File: src/rtl/barrier_gate_ctrl.sv
// ============================================================================
//  Module   : barrier_gate_ctrl
//  Purpose  : Shared parking barrier controller for an entry and an exit lane,
//             with occupancy tracking. Optional macro RR_ARB_EN selects
//             round-robin arbitration instead of fixed exit priority.
//  Revision : 1.0
// ============================================================================
`default_nettype none

module barrier_gate_ctrl #(
    parameter int CAPACITY = 16,
    parameter int CNT_W    = 5
) (
    input  logic             CLK,
    input  logic             RST,
    input  logic             MatrVal_In,
    input  logic [23:0]      Matricula_In,
    input  logic             MatrVal_Out,
    input  logic [23:0]      Matricula_Out,
    input  logic [6:0]       Q6,
    input  logic             Sensor,
    output logic             Barreira,
    output logic             Dir,
    output logic [23:0]      Matricula_Atual,
    output logic [CNT_W-1:0] Lugares,
    output logic             Cheio,
    output logic             Busy_In,
    output logic             Busy_Out,
    output logic             Passou,
    output logic             Timeout
);

    localparam logic [1:0] c_IDLE  = 2'd0;
    localparam logic [1:0] c_OPEN  = 2'd1;
    localparam logic [1:0] c_CLOSE = 2'd2;

    localparam logic [CNT_W-1:0] c_CAP  = CNT_W'(CAPACITY);
    localparam logic [CNT_W-1:0] c_ONE  = CNT_W'(1);
    localparam logic [CNT_W-1:0] c_ZERO = '0;

    logic [1:0]       r_state;
    logic [6:0]       r_cnt;
    logic             r_barreira;
    logic             r_dir;
    logic [23:0]      r_mat_atual;
    logic [CNT_W-1:0] r_lugares;
    logic             r_passou;
    logic             r_timeout;
    logic             r_busy_in;
    logic             r_busy_out;
    logic [23:0]      r_plate_in;
    logic [23:0]      r_plate_out;

    logic w_cheio;
    logic w_elig_in;
    logic w_elig_out;
    logic w_pick_in;
    logic w_pick_out;
    logic w_idle;
    logic w_grant_in;
    logic w_grant_out;
    logic w_grant;

    assign w_cheio    = (r_lugares == c_CAP);
    assign w_elig_in  = r_busy_in & ~w_cheio;
    assign w_elig_out = r_busy_out;

`ifdef RR_ARB_EN
    // r_dir holds the last granted lane; on a tie the other lane wins.
    assign w_pick_in  = w_elig_in & (~w_elig_out | ~r_dir);
`else
    // Exit wins ties: it frees a space that a blocked entry may need.
    assign w_pick_in  = w_elig_in & ~w_elig_out;
`endif
    assign w_pick_out = w_elig_out & ~w_pick_in;

    assign w_idle      = (r_state == c_IDLE);
    assign w_grant_in  = w_idle & w_pick_in;
    assign w_grant_out = w_idle & w_pick_out;
    assign w_grant     = w_grant_in | w_grant_out;

    // Strobes arriving while a lane is pending (including its grant cycle) are dropped.
    always_ff @(posedge CLK or posedge RST) begin
        if (RST) begin
            r_busy_in  <= 1'b0;
            r_plate_in <= 24'd0;
        end else if (w_grant_in) begin
            r_busy_in  <= 1'b0;
        end else if (MatrVal_In && !r_busy_in) begin
            r_busy_in  <= 1'b1;
            r_plate_in <= Matricula_In;
        end
    end

    always_ff @(posedge CLK or posedge RST) begin
        if (RST) begin
            r_busy_out  <= 1'b0;
            r_plate_out <= 24'd0;
        end else if (w_grant_out) begin
            r_busy_out  <= 1'b0;
        end else if (MatrVal_Out && !r_busy_out) begin
            r_busy_out  <= 1'b1;
            r_plate_out <= Matricula_Out;
        end
    end

    always_ff @(posedge CLK or posedge RST) begin
        if (RST) begin
            r_state     <= c_IDLE;
            r_cnt       <= 7'd0;
            r_barreira  <= 1'b0;
            r_dir       <= 1'b0;
            r_mat_atual <= 24'd0;
            r_lugares   <= c_ZERO;
            r_passou    <= 1'b0;
            r_timeout   <= 1'b0;
        end else begin
            r_passou  <= 1'b0;
            r_timeout <= 1'b0;
            case (r_state)
                c_IDLE: begin
                    if (w_grant) begin
                        r_state     <= c_OPEN;
                        r_barreira  <= 1'b1;
                        r_cnt       <= Q6;
                        r_dir       <= w_grant_in;
                        r_mat_atual <= w_grant_in ? r_plate_in : r_plate_out;
                    end
                end
                c_OPEN: begin
                    // A pass in the final open cycle still counts as a pass.
                    if (Sensor) begin
                        r_passou   <= 1'b1;
                        r_barreira <= 1'b0;
                        r_state    <= c_CLOSE;
                        if (r_dir) begin
                            r_lugares <= r_lugares + c_ONE;
                        end else if (r_lugares != c_ZERO) begin
                            r_lugares <= r_lugares - c_ONE;
                        end
                    end else if (r_cnt == 7'd0) begin
                        r_timeout  <= 1'b1;
                        r_barreira <= 1'b0;
                        r_state    <= c_CLOSE;
                    end else begin
                        r_cnt <= r_cnt - 7'd1;
                    end
                end
                c_CLOSE: begin
                    r_state <= c_IDLE;
                end
                default: begin
                    r_state    <= c_IDLE;
                    r_barreira <= 1'b0;
                end
            endcase
        end
    end

    assign Barreira        = r_barreira;
    assign Dir             = r_dir;
    assign Matricula_Atual = r_mat_atual;
    assign Lugares         = r_lugares;
    assign Cheio           = w_cheio;
    assign Busy_In         = r_busy_in;
    assign Busy_Out        = r_busy_out;
    assign Passou          = r_passou;
    assign Timeout         = r_timeout;

endmodule

`default_nettype wire

File: config.mk
export PLATFORM = sky130hd
export DESIGN_NAME = barrier_gate_ctrl
export DESIGN_NICKNAME = d
export VERILOG_FILES = /design/src/rtl/barrier_gate_ctrl.sv
export SDC_FILE = /design/constraint.sdc
export NUM_CORES = 1
export LEC_CHECK = 0
export CORE_AREA = 2 2 91 93
export DETAILED_ROUTE_END_ITERATION = 8
export DIE_AREA = 0 0 93 95
export GPL_TIMING_DRIVEN = 1
export PLACE_DENSITY_LB_ADDON = 0.05
export SLEW_MARGIN = 20
export SYNTH_ARGS = -nofsm -noshare
export SYNTH_HDL_FRONTEND = slang
export SYNTH_SLANG_ARGS = --single-unit
File: constraint.sdc
create_clock -name CLK -period 10.8 [get_ports CLK]
set_input_delay 3.24 -clock CLK [delete_from_list [all_inputs] [get_ports CLK]]
set_output_delay 3.24 -clock CLK [all_outputs]
set_load 0.01 [all_outputs]
* After elaboration in Yosys (flattened, before gate mapping)
Index checks and enable logic that the tools add are counted.
Storage, ports and cells: flip-flop bits (word level) 92, input port bits 60
Cells by class: $add $sub $neg 3, eq/ne operators 7, muxes and demuxes 24, bitwise gates (word level) 12, reductions and logical operators 18
Operators by type and width (number):
- $mux W24 | 1
- $mux W7 | 3
- $pmux W7 S2 | 1
- $mux W1 | 12
- $mux W5 | 2
- $reduce_and A2 Y1 | 4
- $reduce_bool A2 Y1 | 4
- $logic_not A7 Y1 | 1
- $sub A7 B1 Y7 const B | 1
- $mux W2 | 3
- $not A1 Y1 | 6
- $reduce_and A3 Y1 | 2
- $add A5 B1 Y5 const B | 1
- $and A1 B1 Y1 | 5
- $eq A5 B5 Y1 const B | 1
- $reduce_bool A5 Y1 | 1
- $sub A5 B1 Y5 const B | 1
- $ne A2 B2 Y1 const B | 2
- $pmux W2 S2 | 1
- $reduce_and A4 Y1 | 1
- $ne A3 B3 Y1 const B | 1
- $pmux W1 S3 | 1
- $eq A2 B1 Y1 const B | 1
- $eq A2 B2 Y1 const B | 1
- 5 further kinds | 7

* Logic depth before layout (Yosys ltp)
word-level depth 10, depth in mapped cells 6, depth with buffers taken out 6

* Worst setup path after synthesis
OpenSTA, ideal clock, no wires.
kind in2reg, from input MatrVal_In, to register r_plate_in[0], library setup time 0.125 ns, arrival 4.277 ns, data required time 10.675 ns, setup slack 6.398 ns, cell stages on the path 4, buffers on the path 2, cell sequence nor2b_1 -> clkbuf_1 -> clkbuf_1 -> mux2_2
Between the ends: word-level cells in the longest chain between the ends 2
RTL lines:
- start: declaration | RTL line 16 | input logic MatrVal_In,
- $logic_and A1 B1 Y1 | RTL line 89 | end else if (MatrVal_In && !r_busy_in) begin
- $reduce_and A2 Y1 (no line)
- end signal: assignment | RTL line 91 | r_plate_in <= Matricula_In;
- end: declaration | RTL line 51 | logic [23:0] r_plate_in;
No other way between the ends. A chain may end at the register's enable or synchronous reset.

* Final worst setup path
from register r_lugares[0] (netlist: Lugares[0]), to output Cheio
Between the ends: word-level cells in the longest chain between the ends 1
RTL lines:
- start: declaration | RTL line 46 | logic [CNT_W-1:0] r_lugares;
- start signal: assignment | RTL line 114 | r_lugares <= c_ZERO;
- start signal: assignment | RTL line 137 | r_lugares <= r_lugares + c_ONE;
- start signal: assignment | RTL line 139 | r_lugares <= r_lugares - c_ONE;
- $eq A5 B5 Y1 | RTL line 64 | assign w_cheio = (r_lugares == c_CAP);
- end: declaration | RTL line 26 | output logic Cheio,
No other way between the ends.

==> summary.md <==
| Metric | Value |
|---|---|
| Mapped Cells | 300 |
| Post-Synthesis Net Count | 366 |
| Max Clk Rate | 0.190 GHz |
| Final setup vio count | 0 |
| Initial Util | 0.508 |
| Layout area overhead | 31.7% |
| Worst Path Max Fanout | 5 |
| Worst reg2reg setup slack | 8.56 ns |
| Cts repair resizes | 0 |
| Chip width | 93 um |
| Mapped Area | 4020 um^2 |
| Antenna cells | 0 |
| Grt met1 use | 0.261 |
| IO buf count | 95 |
| DRT Pass-1 Iters | 4 |
| P per Cell Area | 300 nW/um^2 |
| Clk root buf | clkbuf_8 |
| Post-Synth XOR/XNOR Area | 0.00653 |
| Via count | 2751 |
| Predominant post-synthesis flop cell | dfrtp_1 |
| Adder-cell area share of the yosys netlist | 0.0205 |
| M3 GR Usage | 0.0415 |
| Vias per inst | 5.44 |
| Critical path endpoint category | primary output |
| Leakage power | 2.20 nW |
| Status | finished clean |
| Post-layout util | 0.668 |
| Worst setup SP type | flop |
| Worst Reg-to-Reg Cells | 6 |
| Peak supply drop | 0.000145 V |
| R2R Path Start | Lugares[4] |
| Vias in the first global route | 2871 |
| Slew Limit Fails | 0 |
| GP Congestion | 0.757 |
| Fin crit period | 5.28 ns |
| Required time of the critical path | 7.56 ns |
| DP Cell Count | 489 |
| Routed Wire Length | 8610 um |
| FP Rows | 33 |
| WL per Instance | 17.0 um |
| CTS H-tree depth | 3 |
| Worst-margin pin slew | 0.684 ns |
| Clk sink count | 92 |
| RSZ-0062 raised after global routing | no |
| Post-synthesis compound-gate area fraction | 0.132 |
| Mux cell area share after synthesis | 0.142 |
| Worst-path clk slew | 0.10 ns |
| GRT busiest layer | met2 |
| Comb pwr share | 0.447 |
| Seq pwr share | 0.398 |
| Synth warn | 0 |
| Async S/R FF share, synth | 1.00 |
| Num ports | 96 |
| Largest family of logic cells by synthesized area | multiplexers |
| Sw power | 0.547 mW |
| Crit path kind | flop to primary output |
| Die area | 8840 um^2 |
| Post-CTS Setup Bufs | 0 |
| Die H | 95 um |
| Synth Area in Simple Gates | 0.0951 |
| Pin count of the biggest net entering global routing | 55 |
| Hold Buf Count CTS | 0 |
| Worst hold endpoint | r_cnt[5] |
| Worst min-delay path category | flop to flop |
| Register area | 2300 um^2 |
| Final Hold Viols | 0 |
| Clock Skews | 0.0173 ns |
| Max Buffers Root-to-Sink | 2 |
| DP HPWL | 5800 um |
| Sequential fraction of the synthesis area | 0.572 |
| Hold_sp | r_cnt[5] |
| Sw Share | 0.343 |
| Global-route wire length before repair | 14000 um |
| Clock share of power | 0.155 |
| Fill cell count | 656 |
| Crit share post-route | 0.489 |
| Finished Layout Cells | 506 |
| Syn avg cell area | 13.4 um^2 |
| Number of flops mapped to enable cells by yosys | 0 |
| Max-Cap Viols | 0 |
| Iter 0 DRT Violations | 110 |
| GRT Util Overall | 0.206 |
| Initial antenna violation count | 0 |
| Number of synthesized register bits | 92 |
| Critical Path AT | 2.04 ns |
| Remaining antenna violation count | 0 |
| Drt drc | 0 |
| CTS tree | yes |
| Yosys cell types | 46 |
| Hold Crit Depth | 1 |
| Setup_tns | 0 ns |
| Clock Latency Late Sink | 0.35 ns |
| Final Net Count | 462 |
| Multi-input gate area | 1610 um^2 |
| FF-to-FF End | Matricula_Atual[12] |
| Internal power | 1.05 mW |
| Core ar. | 7930 um^2 |
| GRT met2 Usage | 0.352 |
| CTS Buf Count | 9 |
| Remaining Overflow, GRT | 0 |
| Share of cells above drive strength 1 | 0.214 |
| Slew Limit Headroom | 0.544 |
through the flow:
stage               hold WS (ns)  setup WS, ns  total power, mW  area (um^2)
detailed placement         0.480          5.89             1.36         5070
CTS                        0.501          5.49             1.60         5290
global route               0.510          5.44             1.70         5300
floorplan                  0.457          5.17             1.10         4020
finish                     0.498          5.52             1.59         5300
global placement           0.462          5.92             1.33         5070
logic make-up after synthesis:
| family | after synthesis |
|---|---|
| mux | 51 |
| simple gates | 64 |
| xor+xnor | 3 |
| buf+inv | 23 |
| flops | 92 |
| compound gates | 61 |
| fa+ha+maj | 6 |
routing by layer:
layer	routed length [um]	up-vias
met5	0	-
met3	422	8
met4	108	0
met1	3810	1386
met2	4270	69
li1	-	1288
cell usage after synthesis, drive strengths merged, types with 2 or more instances:
cell | count | area [um^2]
a211oi | 3 | 27.5
ha | 5 | 62.6
nand2b | 3 | 18.8
nand2 | 4 | 15.0
nor3 | 4 | 20.0
o22ai | 2 | 12.5
nor2b | 29 | 181
o21ai | 6 | 30.0
inv | 6 | 22.5
clkbuf | 8 | 30.0
nor4 | 3 | 33.8
and2 | 2 | 15.0
dfrtp | 92 | 2300
a221o | 24 | 240
buf | 9 | 75.1
xnor2 | 2 | 17.5
nor2 | 14 | 60.1
a21o | 4 | 31.3
o2bb2ai | 5 | 43.8
a21oi | 9 | 45.0
or3 | 2 | 17.5
mux2 | 50 | 563
worst max path at each step:
| stage | to | slack [ns] | startpoint |
|---|---|---|---|
| finish | Cheio | 5.52 | Lugares[0] |
| CTS | Cheio | 5.49 | Lugares[0] |
| detailed placement | Cheio | 5.89 | Lugares[0] |
| floorplan | Barreira | 5.17 | RST |
| global placement | Cheio | 5.92 | Lugares[0] |
| global route | Cheio | 5.44 | Lugares[0] |
flip-flops by register name, summed over array words and instances, names as in the netlist:
register,flops
Matricula_Atual,24
r_plate_in,24
r_plate_out,24
r_cnt,7
Lugares,5
r_state,2
Barreira,1
Busy_In,1
Busy_Out,1
Dir,1
Passou,1
Timeout,1
area by class of cell:
type	count	area share
sequential	92	0.434
tap	105	0.0248
clock buffer	12	0.0312
multi-input combinational	185	0.305
clock inverter	4	0.0104
timing repair buffer	102	0.190
inverter	6	0.00449
worst max-delay path, stage by stage (launching register included):
cell and delay, ns:
dfrtp_1 0.48, nor4_4 0.44, and2_4 0.23, clkdlybuf4s50_1 0.53
placed cells by master, fill, tap and decap left out, drive strengths merged, types with 2 or more instances in the layout:
cell | Yosys | final
xnor2 | 2 | 2
buf | 9 | 7
nor3 | 4 | 4
o21ai | 6 | 6
ha | 5 | 5
or3 | 2 | 2
nor2 | 14 | 14
inv | 6 | 6
clkdlybuf4s50 | 0 | 95
nor2b | 29 | 29
o22ai | 2 | 2
a221o | 24 | 24
mux2 | 50 | 50
clkbuf | 8 | 12
a21o | 4 | 4
nand2b | 3 | 3
nor4 | 3 | 3
dfrtp | 92 | 92
a21oi | 9 | 9
and2 | 2 | 2
nand2 | 4 | 4
o2bb2ai | 5 | 5
a211oi | 3 | 3
clkinv | 0 | 2
power groups by stage:
stage / Sequential, mW / Clock (mW) / Combinational (mW)
2_1_floorplan: 0.637 / 0 / 0.460
3_3_place_gp: 0.631 / 0 / 0.696
3_5_place_dp: 0.639 / 0 / 0.716
4_1_cts: 0.633 / 0.253 / 0.718
5_1_grt: 0.655 / 0.267 / 0.776
6_report: 0.633 / 0.247 / 0.711
(Power assumes the default switching activity.)
